File: src/rtl/mem_port_arbiter_pkg.sv
// rtl/mem_port_arbiter_pkg.sv - shared FSM/owner encodings and read-latency limits for the RAM port arbiter
package mem_port_arbiter_pkg;

  // Arbiter FSM states
  typedef enum logic [1:0] {
    ST_IDLE   = 2'd0,
    ST_ACCESS = 2'd1,
    ST_WAIT   = 2'd2,
    ST_DONE   = 2'd3
  } arb_state_e;

  // Which requester owns the RAM port
  typedef enum logic {
    OWN_FETCH = 1'b0,
    OWN_DATA  = 1'b1
  } arb_owner_e;

  // Supported RAM read latency range
  localparam int RD_LAT_MIN = 1;
  localparam int RD_LAT_MAX = 4;

  // Wait counter only needs to reach RD_LAT_MAX-1
  localparam int CNT_W = 2;

  function automatic bit rd_lat_legal(input int lat);
    return (lat >= RD_LAT_MIN) && (lat <= RD_LAT_MAX);
  endfunction

endpackage

File: src/rtl/mem_arb_pick.sv
// rtl/mem_arb_pick.sv - combinational grant select; MEM_ARB_RR_EN selects round-robin tie-break
module mem_arb_pick
  import mem_port_arbiter_pkg::*;
(
  input  logic       if_req_i,
  input  logic       d_req_i,
  input  arb_owner_e last_grant_i,
  output logic       any_req_o,
  output arb_owner_e grant_o
);

`ifdef MEM_ARB_RR_EN
  // Tie goes to whoever was not granted last; a lone requester always wins
  always_comb begin
    any_req_o = if_req_i | d_req_i;
    grant_o   = OWN_DATA;
    if (if_req_i && d_req_i) begin
      grant_o = (last_grant_i == OWN_FETCH) ? OWN_DATA : OWN_FETCH;
    end else if (if_req_i) begin
      grant_o = OWN_FETCH;
    end
  end
`else
  // History is not needed when data always wins a tie
  logic unused_last_grant;
  assign unused_last_grant = last_grant_i;

  // Fixed priority: data first so the in-flight instruction can retire
  always_comb begin
    any_req_o = if_req_i | d_req_i;
    grant_o   = OWN_DATA;
    if (!d_req_i && if_req_i) begin
      grant_o = OWN_FETCH;
    end
  end
`endif

endmodule

File: src/rtl/mem_port_arbiter.sv
// rtl/mem_port_arbiter.sv - shares one single-ported RAM between fetch and load/store requesters
module mem_port_arbiter
  import mem_port_arbiter_pkg::*;
#(
  parameter int AW     = 32,
  parameter int DW     = 32,
  parameter int RD_LAT = 1
) (
  input  logic          clk,
  input  logic          reset,
  input  logic          if_req_i,
  input  logic [AW-1:0] if_addr_i,
  output logic          if_ack_o,
  output logic [DW-1:0] if_rdata_o,
  input  logic          d_req_i,
  input  logic          d_we_i,
  input  logic [AW-1:0] d_addr_i,
  input  logic [DW-1:0] d_wdata_i,
  output logic          d_ack_o,
  output logic [DW-1:0] d_rdata_o,
  output logic          we_o,
  output logic [AW-1:0] addr_o,
  output logic [DW-1:0] wdata_o,
  input  logic [DW-1:0] data_i,
  output logic          busy_o
);

  // Reject unsupported read latencies at elaboration
  if (!rd_lat_legal(RD_LAT)) begin : g_bad_rd_lat
    $error("mem_port_arbiter: RD_LAT out of range");
  end

  localparam logic [CNT_W-1:0] CNT_LAST = CNT_W'(RD_LAT - 1);

  arb_state_e       state_q, state_d;
  arb_owner_e       owner_q, owner_d;
  arb_owner_e       last_grant_q, last_grant_d;
  logic             store_q, store_d;
  logic [CNT_W-1:0] cnt_q, cnt_d;
  logic             we_q, we_d;
  logic [AW-1:0]    addr_q, addr_d;
  logic [DW-1:0]    wdata_q, wdata_d;
  logic             if_ack_q, if_ack_d;
  logic             d_ack_q, d_ack_d;
  logic [DW-1:0]    if_rdata_q, if_rdata_d;
  logic [DW-1:0]    d_rdata_q, d_rdata_d;

  logic             any_req;
  arb_owner_e       grant;
  logic             finish;
  logic             capture;

  mem_arb_pick u_pick (
    .if_req_i     (if_req_i),
    .d_req_i      (d_req_i),
    .last_grant_i (last_grant_q),
    .any_req_o    (any_req),
    .grant_o      (grant)
  );

  // Next-state, RAM port drive, ack and read-data capture
  always_comb begin
    state_d      = state_q;
    owner_d      = owner_q;
    last_grant_d = last_grant_q;
    store_d      = store_q;
    cnt_d        = cnt_q;
    we_d         = 1'b0;
    addr_d       = addr_q;
    wdata_d      = wdata_q;
    if_ack_d     = 1'b0;
    d_ack_d      = 1'b0;
    if_rdata_d   = if_rdata_q;
    d_rdata_d    = d_rdata_q;
    finish       = 1'b0;
    capture      = 1'b0;

    case (state_q)
      ST_IDLE: begin
        if (any_req) begin
          state_d      = ST_ACCESS;
          owner_d      = grant;
          last_grant_d = grant;
          cnt_d        = '0;
          if (grant == OWN_DATA) begin
            addr_d  = d_addr_i;
            wdata_d = d_wdata_i;
            we_d    = d_we_i;
            store_d = d_we_i;
          end else begin
            addr_d  = if_addr_i;
            store_d = 1'b0;
          end
        end
      end
      ST_ACCESS: begin
        if (store_q) begin
          finish = 1'b1;
        end else if (RD_LAT == 1) begin
          finish  = 1'b1;
          capture = 1'b1;
        end else begin
          state_d = ST_WAIT;
          cnt_d   = CNT_W'(1);
        end
      end
      ST_WAIT: begin
        if (cnt_q == CNT_LAST) begin
          finish  = 1'b1;
          capture = 1'b1;
        end else begin
          cnt_d = cnt_q + CNT_W'(1);
        end
      end
      ST_DONE: begin
        state_d = ST_IDLE;
      end
      default: begin
        state_d = ST_IDLE;
      end
    endcase

    // Entering DONE: raise the owner's ack and latch load data together
    if (finish) begin
      state_d = ST_DONE;
      cnt_d   = '0;
      if (owner_q == OWN_FETCH) begin
        if_ack_d = 1'b1;
      end else begin
        d_ack_d = 1'b1;
      end
    end
    if (capture) begin
      if (owner_q == OWN_FETCH) begin
        if_rdata_d = data_i;
      end else begin
        d_rdata_d = data_i;
      end
    end
  end

  // State and port registers; reset abandons any in-flight access
  always_ff @(posedge clk) begin
    if (reset) begin
      state_q      <= ST_IDLE;
      owner_q      <= OWN_FETCH;
      last_grant_q <= OWN_FETCH;
      store_q      <= 1'b0;
      cnt_q        <= '0;
      we_q         <= 1'b0;
      addr_q       <= '0;
      wdata_q      <= '0;
      if_ack_q     <= 1'b0;
      d_ack_q      <= 1'b0;
      if_rdata_q   <= '0;
      d_rdata_q    <= '0;
    end else begin
      state_q      <= state_d;
      owner_q      <= owner_d;
      last_grant_q <= last_grant_d;
      store_q      <= store_d;
      cnt_q        <= cnt_d;
      we_q         <= we_d;
      addr_q       <= addr_d;
      wdata_q      <= wdata_d;
      if_ack_q     <= if_ack_d;
      d_ack_q      <= d_ack_d;
      if_rdata_q   <= if_rdata_d;
      d_rdata_q    <= d_rdata_d;
    end
  end

  assign we_o       = we_q;
  assign addr_o     = addr_q;
  assign wdata_o    = wdata_q;
  assign if_ack_o   = if_ack_q;
  assign d_ack_o    = d_ack_q;
  assign if_rdata_o = if_rdata_q;
  assign d_rdata_o  = d_rdata_q;
  assign busy_o     = (state_q != ST_IDLE);

endmodule

File: config.mk
export PLATFORM = sky130hd
export DESIGN_NAME = mem_port_arbiter
export DESIGN_NICKNAME = d
export VERILOG_FILES = /design/src/rtl/mem_port_arbiter_pkg.sv /design/src/rtl/mem_arb_pick.sv /design/src/rtl/mem_port_arbiter.sv
export SDC_FILE = /design/constraint.sdc
export NUM_CORES = 1
export LEC_CHECK = 0
export ABC_AREA = 1
export BUFFER_PORTS_ARGS = -buffer_cell sky130_fd_sc_hd__clkbuf_2
export CAP_MARGIN = 20
export CORE_AREA = 2 2 117 119
export CTS_CLUSTER_DIAMETER = 200
export DETAILED_ROUTE_END_ITERATION = 10
export DIE_AREA = 0 0 119 121
export HOLD_SLACK_MARGIN = 0.03
export PLACE_DENSITY = 0.8
export SLEW_MARGIN = 40
export SYNTH_ARGS = -nofsm -noshare
export SYNTH_HDL_FRONTEND = slang
export SYNTH_SLANG_ARGS = --single-unit
File: constraint.sdc
create_clock -name clk -period 1.65 [get_ports clk]
set_input_delay 0.33 -clock clk [delete_from_list [all_inputs] [get_ports clk]]
set_output_delay 0.33 -clock clk [all_outputs]
set_load 0.05 [all_outputs]
# Word-level counts from Yosys, hierarchy flattened

Index checks and enable logic that the tools add are counted.

$add $sub $neg: 1
Equality and inequality tests: 6
Muxes and demuxes: 15
Bitwise operators: 6
Reduce and logical (&&, ||, !) cells: 16

Operator list:

| operator                                                               | number |
|---|---|
| 32-bit two-way mux                                                     | 1 |
| 2-bit two-way mux                                                      | 4 |
| 2-bit one-hot mux with 2 select lines                                  | 2 |
| 2-bit AND reduction                                                    | 4 |
| 1-bit two-way mux                                                      | 6 |
| 3-bit AND reduction                                                    | 2 |
| 1-bit inverter                                                         | 5 |
| 2-bit equality test (second input constant)                            | 2 |
| 2-bit logical NOT                                                      | 2 |
| 2-bit != test (second input constant)                                  | 2 |
| 1-bit one-hot mux with 2 select lines                                  | 2 |
| 2-bit nonzero test                                                     | 2 |
| 2-bit OR reduction                                                     | 2 |
| 3-bit != test (second input constant)                                  | 1 |
| 3-bit nonzero test                                                     | 1 |
| 3-bit OR reduction                                                     | 1 |
| 2-bit by 1-bit adder with 2-bit output (second input constant)         | 1 |
| 2-bit by 1-bit equality test with 1-bit output (second input constant) | 1 |
| 1-bit logical AND                                                      | 1 |
| 1-bit logical NOT                                                      | 1 |
| 1-bit OR                                                               | 1 |

Register bits: 137
Input port bits: 133
Output and inout port bits: 132
Word-level logic and storage cells: 55

# Longest topological paths before layout

Gate-level depths: netlist (run 1).

Depth in word-level cells: 5
Depth in mapped cells: 9
Mapped depth without buffers: 9

# Modules after synthesis

From an unflattened synthesis (run 1), not the netlist that was laid out.

Cells, all modules: 938
Area total of the unflattened synthesis: 6408.6 um^2

By module, submodules not included:

| module           | times used | cells an instance | area an instance (um^2) | seq. area each (um^2) |
|---|---|---|---|---|
| mem_port_arbiter | 1          | 934               | 6393.6                  | 2742.6 |
| mem_arb_pick     | 1          | 4                 | 15.0                    | 0.0 |

# Worst setup path after synthesis (run 1)

No wires, ideal clock.

Path kind: register to register
From: register state_q[0]
To: register addr_q[23], in the netlist addr_o[23]
Setup time: 70 ps
Arrival time: 1417 ps
Path slack: 163 ps
Stages on the path, launching flop included: 9
Clock period less this slack: 1487 ps
Path through: dfxtp_1 inv_1 ha_1 inv_2 nor2_4 inv_2 buf_2 nand2_1 a21oi_1

Cells in the longest elaborated chain, start to end: 2

Ends and longest elaborated chain:

| what                                 | RTL line                | text |
|---|---|---|
| start: declaration                   | mem_port_arbiter.sv:35  | `arb_state_e state_q, state_d;` |
| start signal: assignment             | mem_port_arbiter.sv:158 | `state_q <= state_d;` |
| 2-bit logical NOT                    | mem_port_arbiter.sv:78  | `case (state_q)` |
| 2-bit AND reduction (no source line) | -                       |  |
| end signal: assignment               | mem_port_arbiter.sv:164 | `addr_q <= addr_d;` |
| end: declaration                     | mem_port_arbiter.sv:41  | `logic [AW-1:0] addr_q, addr_d;` |

No other way between the ends.
A chain may end at the register's enable or synchronous reset.

# Final worst setup path (run 1)

From: register state_q[0]
To: output busy_o

Cells in the longest elaborated chain, start to end: 1

Ends and longest elaborated chain:

| what               | RTL line                | text |
|---|---|---|
| 2-bit nonzero test | mem_port_arbiter.sv:180 | `assign busy_o = (state_q != ST_IDLE);` |
| end: declaration   | mem_port_arbiter.sv:25  | `output logic busy_o` |

No other way between the ends.

==> results of run 1 <==
area by class of cell:
type | instances | area [um2]
flip-flops and latches | 137 | 2750
well taps | 176 | 220
repair buffers | 284 | 1600
clock buffers | 26 | 529
fillers | 1184 | 4690
multi-input cells | 594 | 2570
inverters | 178 | 673
clock inverters | 5 | 58.8
metrics by stage:
step | hold slack, ps | total power (W) | utilization
6_report | 162 | 0.0176 | 0.641
3_5_place_dp | 456 | 0.0138 | 0.592
3_3_place_gp | 451 | 0.0136 | 0.592
2_1_floorplan | 440 | 0.0117 | -
4_1_cts | 148 | 0.0176 | 0.640
5_1_grt | 159 | 0.0188 | 0.641
synth_stat cells:
cell	instances
sky130_fd_sc_hd__a21oi_1	36
sky130_fd_sc_hd__buf_1	8
sky130_fd_sc_hd__buf_2	36
sky130_fd_sc_hd__buf_4	1
sky130_fd_sc_hd__clkbuf_1	14
sky130_fd_sc_hd__dfxtp_1	137
sky130_fd_sc_hd__ha_1	6
sky130_fd_sc_hd__inv_1	172
sky130_fd_sc_hd__inv_2	6
sky130_fd_sc_hd__nand2_1	309
sky130_fd_sc_hd__nand3_1	4
sky130_fd_sc_hd__nand3_2	1
sky130_fd_sc_hd__nand4_1	64
sky130_fd_sc_hd__nor2_1	139
sky130_fd_sc_hd__nor2_2	2
sky130_fd_sc_hd__nor2_4	1
sky130_fd_sc_hd__o21ai_0	32
worst min path at each step:
stage	end	slack, ps	cells after the start
finish	wdata_o[8]$_SDFFE_PP0P_	160	3
global route	wdata_o[10]$_SDFFE_PP0P_	160	3
CTS	wdata_o[8]$_SDFFE_PP0P_	150	3
detailed placement	addr_o[30]$_SDFFE_PP0P_	460	2
global placement	addr_o[27]$_SDFFE_PP0P_	450	2
floorplan	store_q$_SDFFE_PP0P_	440	2
tightest hold or removal path: stages:
cell,delay (ps)
sky130_fd_sc_hd__clkbuf_2,70
sky130_fd_sc_hd__o21ai_0,70
sky130_fd_sc_hd__nor2_1,70
routing by layer:
metal / track usage / vias to the layer above / routed length (um) / share of wire
li1: - / 3386 / - / -
met1: 0.295 / 2810 / 7220 / 0.44
met2: 0.359 / 242 / 7430 / 0.45
met3: 0.0733 / 47 / 1180 / 0.072
met4: 0.107 / 0 / 521 / 0.032
met5: 0 / - / 0 / 0
logic make-up (layout without fill, tap and decap cells):
family | count (synthesis) | after routing | synth area share
AOI/OAI and AO/OA | 68 | 68 | 0.0546
buffers and inverters | 237 | 493 | 0.151
DFF | 137 | 137 | 0.440
adders and majority gates | 6 | 6 | 0.0120
and+or+nand+nor | 520 | 520 | 0.343
sequential cells by signal, indices dropped and copies added (netlist names):
name / cells
state_q: 2
if_ack_o: 1
store_q: 1
owner_q: 1
cnt_q: 2
if_rdata_o: 32
wdata_o: 32
d_ack_o: 1
d_rdata_o: 32
we_o: 1
addr_o: 32
timing repair:
item | CTS | global route
pin swaps | 1 | 0
endpoints found under the setup margin | 1 | 18
buffers inserted | 1 | 0
resized for setup | 7 | 5
power by group through the flow:
stage / clock network, W / registers [W] / logic (W)
floorplan: 0 / 0.00796 / 0.00374
global placement: 0 / 0.00485 / 0.00880
detailed placement: 0 / 0.00487 / 0.00888
CTS: 0.00375 / 0.00482 / 0.00907
global route: 0.00392 / 0.00493 / 0.00995
finish: 0.00370 / 0.00482 / 0.00911
==> impl.org, run 1 <==
** Critical path
- Combined buffer and inverter count along the critical path :: 3
- In this run the number of cells on the critical path is 4.
- Setup CP Type :: flip-flop to primary output
- Data required, critical path :: 1320 ps
- Of all nets on the critical path, the largest fanout is 4.
- Data arrival, critical path :: 1240 ps
- The critical path ends at busy_o.
- Launching element type of the critical path :: flip-flop
- The most critical setup path has its startpoint at state_q[0]$_SDFFE_PP0P_.
- In this run the register-to-register setup slack is 130 ps.
- The startpoint identified for the worst register-to-register timing path is state_q[1]$_SDFFE_PP0P_.
- Critical path's largest stage delay :: 350 ps
- Walking the worst path, the cells encountered are inv_2 -> ha_4 -> inv_4 -> clkbuf_16.
- Number of cells on the worst reg-to-reg path :: 9
- Crit end category :: primary output
- Kind of cell with the highest combined delay on the critical path :: flip-flops
- Slowest cell on the critical path :: sky130_fd_sc_hd__dfxtp_2
- Worst reg2reg endpoint :: d_rdata_o[17]$_SDFFE_PP0P_

** Finish
- Nets@finish :: 1351
- Relative to the synthesized area, the layout overhead comes to 34.7%.
- In the layout the commonest cells are 308 x sky130_fd_sc_hd__nand2_1, 263 x sky130_fd_sc_hd__clkbuf_2, 171 x sky130_fd_sc_hd__inv_1.
- The number of antenna diodes in the final layout is 0.
- The library cell used most frequently in the layout, excluding fill and tap cells, is sky130_fd_sc_hd__nand2_1.
- Leaving out filler cells and counting taps, the final layout contains 1400.
- After routing the design area is 8390 um2.
- Of the cells placed in the final design, the portion with a size suffix greater than 1 is 0.268.

** Pwr
- Dividing total power by cell area gives a power density of 2100 nW/um2.
- Internal Power :: 0.00900 W
- The share of total power dissipated in the clock network is 0.210.
- Of the total power, the share spent switching nets is 0.489.
- Of the total power, registers draw 0.273.
- Leakage power total :: 4.60 nW
- Relative contribution of combinational cells to total power :: 0.517
- Net switching power figure :: 0.00862 W
- VDD sags by at most 0.00127 V.

** Drt
- For this block, the routed nets add up to 16400 um of wire.
- Number of DRC violations after detailed-routing iteration 0 :: 666
- After detailed routing, the number of remaining DRC violations is 0.
- Routed via count divided by cell count :: 4.63
- The detailed router placed 6485 vias in this run.
- The first detailed-routing pass ran for 5 iterations.
- In the final routed layout, each cell accounts on average for 11.7 um.
- Routed Antenna Nets :: 0

** Die
- Number of top-level design ports :: 265
- The floorplan has 42 rows.
- Die area :: 14400 um2
- Starting density of the core :: 0.476
- Width of the die :: 119 um
- Die Y-Extent :: 121 um
- The region available for standard cell placement spans 13100 um2.

** CTS
- Buffers inserted during clock tree synthesis total 17.
- The clock passes through at most 2 buffers.
- Number of buffers inserted for hold repair after clock tree synthesis :: 0
- Clock sink count :: 137
- TritonCTS built the clock tree.
- At the later pin of the worst-skew pair, clock insertion delay measures 420 ps.
- In this run the number of H-tree levels came out at 4.
- The root buffer cell chosen for the clock tree is sky130_fd_sc_hd__clkbuf_16.
- CTS clk-pin slew, worst paths :: 50 ps

** STA
- Post-Route Setup TNS :: 0 ps
- The worst path meets setup with 80.7 ps of slack.
- Final max-slew violation count :: 0
- Transition at the pin with the smallest max-transition slack :: 382 ps
- Setup repair after global routing left no endpoint under its margin.
- Measured against its own limit, the worst slew margin works out to 0.745.
- The clock period could shrink to 1570 ps.
- Across the routed clock network, the largest skew measured is 8.24 ps.
- Achievable clock frequency :: 637 MHz
- Number of hold-slack violations in the final timing report :: 0
- Of the available clock period, the critical path in the final layout requires 0.951.
- # setup viols final :: 0

** Global routing
- For this run the aggregate overflow at the end of global routing stands at 0.
- The via count of the first global-routing pass was 5865.
- Across every metal layer, demand over resource in global routing totals 0.232.
- Maximum number of pins on one net before global-route repair :: 65
- The first global-routing pass estimated 27000 um of wire.
- Antenna violations before repair :: 0

** Place
- Routability-driven placement finished with a final weighted congestion of 0.867.
- Inst Count DP :: 1368
- DP HPWL :: 11500 um
- Post-Place Worst Slack :: 71.6 ps
- During placement, the flow inserted port buffers numbering 264.
- The placed instances occupy a cell area of 7750 um2.

** Yosys
- Number of instances in the synthesized netlist :: 968
- Total nets after synthesis :: 1107
- Netlist area before placement :: 6230 um2
- Unique cell type count in the Yosys netlist :: 17
- The share of synthesized area in the top cell type comes to 0.440.
- Post-synthesis cell type with the largest combined area :: sky130_fd_sc_hd__dfxtp_1
- Fraction of the yosys area taken by sequential cells :: 0.440
- Synthesized flop and latch total :: 137
- For this run, the number of Yosys warnings is 0.
- By area the synthesized netlist is led by sky130_fd_sc_hd__dfxtp_1 44%, sky130_fd_sc_hd__nand2_1 19%, sky130_fd_sc_hd__inv_1 10%.
- Averaged over all synthesized cells, the footprint is 6.44 um2.

** Run
- Across the run, the number of max-cap violations was 0.

** Status
- Outcome :: completed

** Worst hold path
- The min-delay analysis places its worst path in the category primary input to flip-flop.
- In this run the most critical hold path is launched from d_wdata_i[8].
(Power assumes the default switching activity.)
==> inputs of run 2 (changes only) <==
--- a/config.mk
+++ b/config.mk
@@ -13,7 +13,7 @@
 export DETAILED_ROUTE_END_ITERATION = 10
 export DIE_AREA = 0 0 119 121
 export HOLD_SLACK_MARGIN = 0.03
-export PLACE_DENSITY = 0.8
+export PLACE_DENSITY = 0.89
 export SLEW_MARGIN = 40
 export SYNTH_ARGS = -nofsm -noshare
 export SYNTH_HDL_FRONTEND = slang
==> run 2 against run 1 <==
Against the previous run: fmax down 1.7%; global-route usage up 0.45 points; core utilization up 0.91 points; first-iteration DRC count down 9.8%; cell count up 0.50%; sequential power about the same; worst setup slack worse by 27 ps; routed wire length up 2.9%; combinational power up 3.3%; sequential cell count unchanged; via count up 0.80%.
==> impl.org, run 2 (same netlist as run 1, synthesis figures left out) <==
** Status
- The run finished with clean final reports.

** Critical path
- In this run the critical register-to-register path is launched from state_q[0]$_SDFFE_PP0P_.
- Data arrival, critical path :: 1270 ps
- The most numerous cell type found on the critical path is sky130_fd_sc_hd__inv_2.
- Data required, critical path :: 1320 ps
- The worst setup path is captured at a primary output.
- The number of buffers and inverters on the critical path is 3.
- Slowest cell on the critical path :: sky130_fd_sc_hd__dfxtp_2
- The worst setup path is launched from a flip-flop.
- The worst setup path is of the flip-flop to primary output kind.
- Along the worst path, the maximum fanout reaches 4.
- On the worst path, the slowest cell contributes a delay of 350 ps.
- Cell-by-cell trace of the critical path :: inv_2 -> ha_4 -> inv_2 -> clkbuf_16
- Timing startpoint of the critical path :: state_q[0]$_SDFFE_PP0P_
- The cell family contributing the most delay on the critical path is flip-flops.

** Die
- Die area :: 14400 um2
- Die Y-Extent :: 121 um
- After floorplanning, the core was sized to cover 13100 um2.
- The initialized floorplan defines 42 standard-cell rows.
- The die is 119 um wide.
- The initial utilization of the core area, before any placement, comes to 0.476.
- 265 I/O pins were placed.

** STA
- Shortest clock period the worst path allows after layout :: 1600 ps
- Worst hold slack after final layout :: 162 ps
- Final max-slew violation count :: 0
- # setup viols final :: 0
- For the pin with the worst max-slew slack, the measured transition is 385 ps.
- Achievable clock frequency :: 627 MHz
- Post-route clock period utilization :: 0.967
- In this run the tightest slew margin relative to its limit is 0.743.
- For the final database, setup skew stands at 10.0 ps.
- Number of hold-slack violations in the final timing report :: 0

** Place
- After detailed placement, the design holds a cell count of 1373.
- Routability-driven placement finished with a final weighted congestion of 0.876.
- Input and output buffers added on the ports amount to 264.
- DP HPWL :: 12000 um

** Finish
- For this run, the number of standard cells in the final layout without fillers is 1407.
- After the last flow step, the layout net total stands at 1357.
- Count of fill cells added during filler insertion :: 1154
- Relative area change from synthesis to final layout :: 36.6%
- The library cells used most frequently in the layout, excluding fill and tap cells, are 308 x sky130_fd_sc_hd__nand2_1, 263 x sky130_fd_sc_hd__clkbuf_2, 170 x sky130_fd_sc_hd__inv_1.
- Footprint of the flip-flops and latches :: 2750 um2
- Antenna Diode Count :: 0
- Of the cells placed in the final design, the portion with a size suffix greater than 1 is 0.272.
- Area occupied by multi-input gates :: 2570 um2
- The library cell used most frequently in the layout, excluding fill and tap cells, is sky130_fd_sc_hd__nand2_1.

** Drt
- Detailed-router iteration count before antenna repair :: 7
- Residual DRC count :: 0
- Routed via count divided by cell count :: 4.65
- DR vias :: 6537
- Number of DRC violations after detailed-routing iteration 0 :: 601
- Once detail routing completed, the nets flagged for antenna violations numbered 0.
- Total routed wirelength :: 16800 um
- Dividing the detail-routed wire length by the instance count gives 12.0 um.

** CTS
- Clock sink count :: 137
- TritonCTS built the clock tree.
- The cell sitting at the root of the clock tree is a sky130_fd_sc_hd__clkbuf_16.
- CTS built an H-tree with a depth of 4.
- Number of buffers inserted for hold repair after clock tree synthesis :: 0
- Longest Clk Path Bufs :: 2
- Clock-pin slew was measured on the worst setup and hold paths at 60 ps.
- The number of clock buffers added by TritonCTS is 17.
- At the later pin of the worst-skew pair, clock insertion delay measures 410 ps.

** Worst hold path
- Worst hold-check path type :: primary input to flip-flop
- The worst hold path begins at d_wdata_i[30].

** Global routing
- Congestion Overflow GR :: 0
- The first global-routing pass estimated 27500 um of wire.
- The via count of the first global-routing pass came to 6006.
- Across every metal layer, demand over resource in global routing totals 0.236.
- Entering global routing, the biggest net connects 37 pins.
- Antenna violations before repair :: 0

** Pwr
- For this design the static power due to leakage is 4.67 nW.
- IR drop worst, VDD :: 0.00113 V
- Power density over the cells :: 2140 nW/um2

** Run
- Maximum Capacitance Violations :: 0
## run 2: changes by cell type in the layout (fill, tap and decap cells not counted), moves of 2 or more
cell / previous run / this run
sky130_fd_sc_hd__inv_2: 5 / 7
sky130_fd_sc_hd__clkinvlp_4: 2 / 0
sky130_fd_sc_hd__buf_4: 10 / 13
sky130_fd_sc_hd__buf_12: 8 / 10
sky130_fd_sc_hd__bufinv_16: 1 / 3
## run 2: worst min-delay path, stage by stage
cell                       delay [ps]
sky130_fd_sc_hd__clkbuf_2          70
sky130_fd_sc_hd__o21ai_0           70
sky130_fd_sc_hd__nor2_1            70
## run 2: final timing paths
path | endpoint | slack (ps) | cells after the start
max | busy_o | 50 | 4
min | wdata_o[30]$_SDFFE_PP0P_ | 160 | 3
max reg2reg | d_rdata_o[24]$_SDFFE_PP0P_ | 130 | 9
min reg2reg | addr_o[31]$_SDFFE_PP0P_ | 460 | 2
## run 2: what timing repair did
action,4_1_cts,5_1_grt
pin swaps,1,1
cloned,0,0
endpoints found under the setup margin,3,71
buffers inserted,1,1
gates resized for setup,8,7
## run 2: where the power goes
| part | total (W) | switching [W] | internal (W) |
|---|---|---|---|
| registers | 0.00483 | 0.000533 | 0.00430 |
| logic | 0.00941 | 0.00684 | 0.00257 |
| clock network | 0.00396 | 0.00134 | 0.00262 |
## run 2: final cells by class
type / count / area share
sequential: 137 / 0.323
multi-input combinational: 594 / 0.302
timing repair buffer: 290 / 0.197
inverter: 178 / 0.0788
clock buffer: 26 / 0.0610
tap: 176 / 0.0259
clock inverter: 6 / 0.0128
## run 2: metal layers
layer | global-route usage | vias up | part of all wire
li1 | - | 3412 | -
met1 | 0.283 | 2800 | 0.42
met2 | 0.384 | 280 | 0.47
met3 | 0.0742 | 45 | 0.083
met4 | 0.118 | 0 | 0.030
met5 | 0 | - | 0
## run 2: metrics by stage
| step | area, um2 | TNS (ps) | power, W | setup WS (ps) | utilization |
|---|---|---|---|---|---|
| 4_1_cts | 8490 | 0 | 0.0182 | 8.50 | 0.648 |
| 3_3_place_gp | 7810 | 0 | 0.0138 | 92.8 | 0.597 |
| 5_1_grt | 8510 | -44.2 | 0.0193 | -19.9 | 0.650 |
| 6_report | 8510 | 0 | 0.0182 | 54.1 | 0.650 |
| 2_1_floorplan | 6230 | 0 | 0.0117 | 163 | - |
| 3_5_place_dp | 7810 | 0 | 0.0140 | 20.9 | 0.597 |
==> inputs of run 3 (changes only) <==
--- a/config.mk
+++ b/config.mk
@@ -8,12 +8,13 @@
 export ABC_AREA = 1
 export BUFFER_PORTS_ARGS = -buffer_cell sky130_fd_sc_hd__clkbuf_2
 export CAP_MARGIN = 20
-export CORE_AREA = 2 2 117 119
+export CORE_AREA = 2 2 128 130
 export CTS_CLUSTER_DIAMETER = 200
 export DETAILED_ROUTE_END_ITERATION = 10
-export DIE_AREA = 0 0 119 121
+export DIE_AREA = 0 0 130 132
+export GPL_TIMING_DRIVEN = 0
 export HOLD_SLACK_MARGIN = 0.03
-export PLACE_DENSITY = 0.89
+export PLACE_DENSITY = 0.77
 export SLEW_MARGIN = 40
 export SYNTH_ARGS = -nofsm -noshare
 export SYNTH_HDL_FRONTEND = slang
==> run 3 against run 2 <==
Against the previous run: power shrank 2.2%; sequential share of layout area grew 0.057 points; critical path depth is the same; routed wire length grew 1.8%; clock power shrank 6.6%; combinational power shrank 1%; die area grew 19%; largest cell class unchanged; highest routed layer unchanged.
==> impl.org, run 3 (same netlist as run 1, synthesis figures left out) <==
** STA
- Relative slew margins :: 0.651
- Unrepaired setup endpoints after global routing :: false
- Number of hold-slack violations in the final timing report :: 0
- The routed design could run at a clock period as short as 1570 ps.
- Of the available clock period, the critical path in the final layout requires 0.949.
- Fin Clk Skew :: 7.34 ps
- Final max-slew violation count :: 0
- Worst hold slack after final layout :: 170 ps
- Achievable clock frequency :: 639 MHz
- Transition at the pin with the smallest max-transition slack :: 524 ps
- Setup violations remaining at the end of the flow were counted as 0.

** Worst hold path
- The tightest min-delay check is of the primary input to flip-flop type.

** Finish
- At the end of the flow, the number of nets in the layout was 1390.
- Final core utilization :: 0.541
- Of the cells placed in the final design, the portion with a size suffix greater than 1 is 0.276.
- Leaving out fill and tap cells, the most frequent cell in the layout is sky130_fd_sc_hd__nand2_1.
- Post-route cell area :: 8500 um2
- The repair_antennas step left the layout with diodes totalling 0.
- Count of fill cells added during filler insertion :: 1569
- Most frequent cells in the layout :: 308 x sky130_fd_sc_hd__nand2_1, 264 x sky130_fd_sc_hd__clkbuf_2, 170 x sky130_fd_sc_hd__inv_1
- Relative area change from synthesis to final layout :: 36.3%

** CTS
- After clock tree synthesis, the flow added hold-fix buffers numbering 0.
- CTS tree :: built
- CTS saw 137 sinks.
- Cell chosen for the clock root :: sky130_fd_sc_hd__clkbuf_16
- The H-tree was split into 4 levels.
- Clock latency on the worst-skew pair, taken at its later pin, is 410 ps.
- Clock-pin slew was measured on the worst setup and hold paths at 60 ps.
- TritonCTS created 17 clock buffers.
- Counting along the longest clock path gives a buffer depth of 2.

** Global routing
- After global routing, the most crowded layer is met2.
- The initial antenna violation count came to 0.
- Congestion Overflow GR :: 0
- The first global-routing pass estimated 27600 um of wire.
- For met3 alone, demand over resource in global routing was 0.0536.
- Met2 GRT Util :: 0.333
- In the global route stage, met1 resource usage came out at 0.237.
- Maximum number of pins on one net before global-route repair :: 17
- In the global route stage, overall resource usage came out at 0.198.
- The via count of the first global-routing pass was 6024.

** Drt
- Residual DRC count :: 0
- The routed layout has 6545 vias.
- Average detailed-routed wire length per instance :: 11.6 um
- Routed via count divided by cell count :: 4.43
- The count of nets left with antenna violations once routing finished came out at 0.
- Number of DRC violations after detailed-routing iteration 0 :: 350
- The routed design has 17100 um of wire.
- Before antenna repair, the detailed router went through 5 iterations.

** Critical path
- In this run the worst path has a maximum fanout of 4.
- The worst setup path is launched from a flip-flop.
- Kind of cell with the highest combined delay on the critical path :: flip-flops
- Slowest cell on the critical path :: sky130_fd_sc_hd__dfxtp_2
- The signal on the critical path passes through inv_2 -> ha_4 -> inv_4 -> clkbuf_16.
- Data arrival, critical path :: 1240 ps
- Combined buffer and inverter count along the critical path :: 3
- Critical path's largest stage delay :: 330 ps
- Setup CP Type :: flip-flop to primary output
- For flop-to-flop paths, the worst setup slack is 120 ps.
- The worst setup path is captured at a primary output.
- Data required, critical path :: 1320 ps

** Pwr
- VDD sags by at most 0.00128 V.
- Leakage power total :: 4.65 nW
- Power spread over the standard cell area amounts to 2090 nW/um2.
- PnR Total Power :: 0.0178 W

** Place
- Routability-driven placement finished with a final weighted congestion of 0.901.
- Detailed placement finished with a half-perimeter wire length of 13300 um.
- Area after DPL :: 7820 um2
- Buffers placed on the I/O ports in this run total 263.

** Die
- Core area :: 15700 um2
- From left edge to right edge, the die measures 130 um.
- In this run the vertical extent of the chip is 132 um.
- Placement row count :: 46
- The die covers 17200 um2.
- For this design the top-level I/O count stands at 265.
- Starting density of the core :: 0.397

** Run
- Max-cap violations in this run came to 0.

** Status
- Outcome :: completed
==> run 3: changes by cell type in the layout (fill, tap and decap cells not counted), sizes merged <==
| cell | change |
|---|---|
| clkbuf | +18 |
| buf | +12 |
| clkinvlp | +2 |
| bufinv | -1 |
| clkinv | +1 |
==> run 3: tightest hold or removal path, cell delays in order <==
cell,delay [ps]
sky130_fd_sc_hd__clkbuf_2,70
sky130_fd_sc_hd__o21ai_0,70
sky130_fd_sc_hd__nor2_1,70
==> run 3: final timing paths <==
path	start	to	depth (start not counted)
setup / recovery	state_q[0]$_SDFFE_PP0P_	busy_o	4
hold / removal	d_wdata_i[23]	wdata_o[23]$_SDFFE_PP0P_	3
setup reg to reg	state_q[0]$_SDFFE_PP0P_	d_rdata_o[15]$_SDFFE_PP0P_	9
hold reg to reg	addr_o[14]$_SDFFE_PP0P_	addr_o[14]$_SDFFE_PP0P_	2
==> run 3: power by group <==
part / internal, W / switching, W / leakage (nW)
logic: 0.00246 / 0.00683 / 3.25
clock network: 0.00233 / 0.00137 / 0.279
registers: 0.00430 / 0.000512 / 1.12
==> run 3: metal layers <==
metal / part of all wire / up-vias
met1: 0.44 / 2840
met2: 0.47 / 205
li1: - / 3470
met5: 0 / -
met4: 0.023 / 0
met3: 0.067 / 30
==> run 3: cell type report <==
class	count	area, um2	share of cell area
Tap cell	216	270	0.0318
Multi-Input combinational cell	594	2580	0.304
Inverter	178	671	0.0789
Timing Repair Buffer	264	1340	0.158
Sequential cell	137	2750	0.323
Clock inverter	8	95.1	0.0112
Buffer	59	309	0.0364
Clock buffer	23	478	0.0563
==> run 3: timing repair <==
item	4_1_cts	5_1_grt
gates cloned	0	0
resized for setup	11	25
buffers inserted	0	1
endpoints found under the setup margin	56	67
pin swaps	0	1
==> run 3: stage by stage <==
stage / setup TNS [ps] / setup slack, ps / instances
floorplan: 0 / 163 / 968
global placement: -3470 / -122 / 1447
detailed placement: -4490 / -153 / 1447
CTS: 0 / 4.79 / 1478
global route: 0 / 4.24 / 1479
finish: 0 / 84.7 / 1479
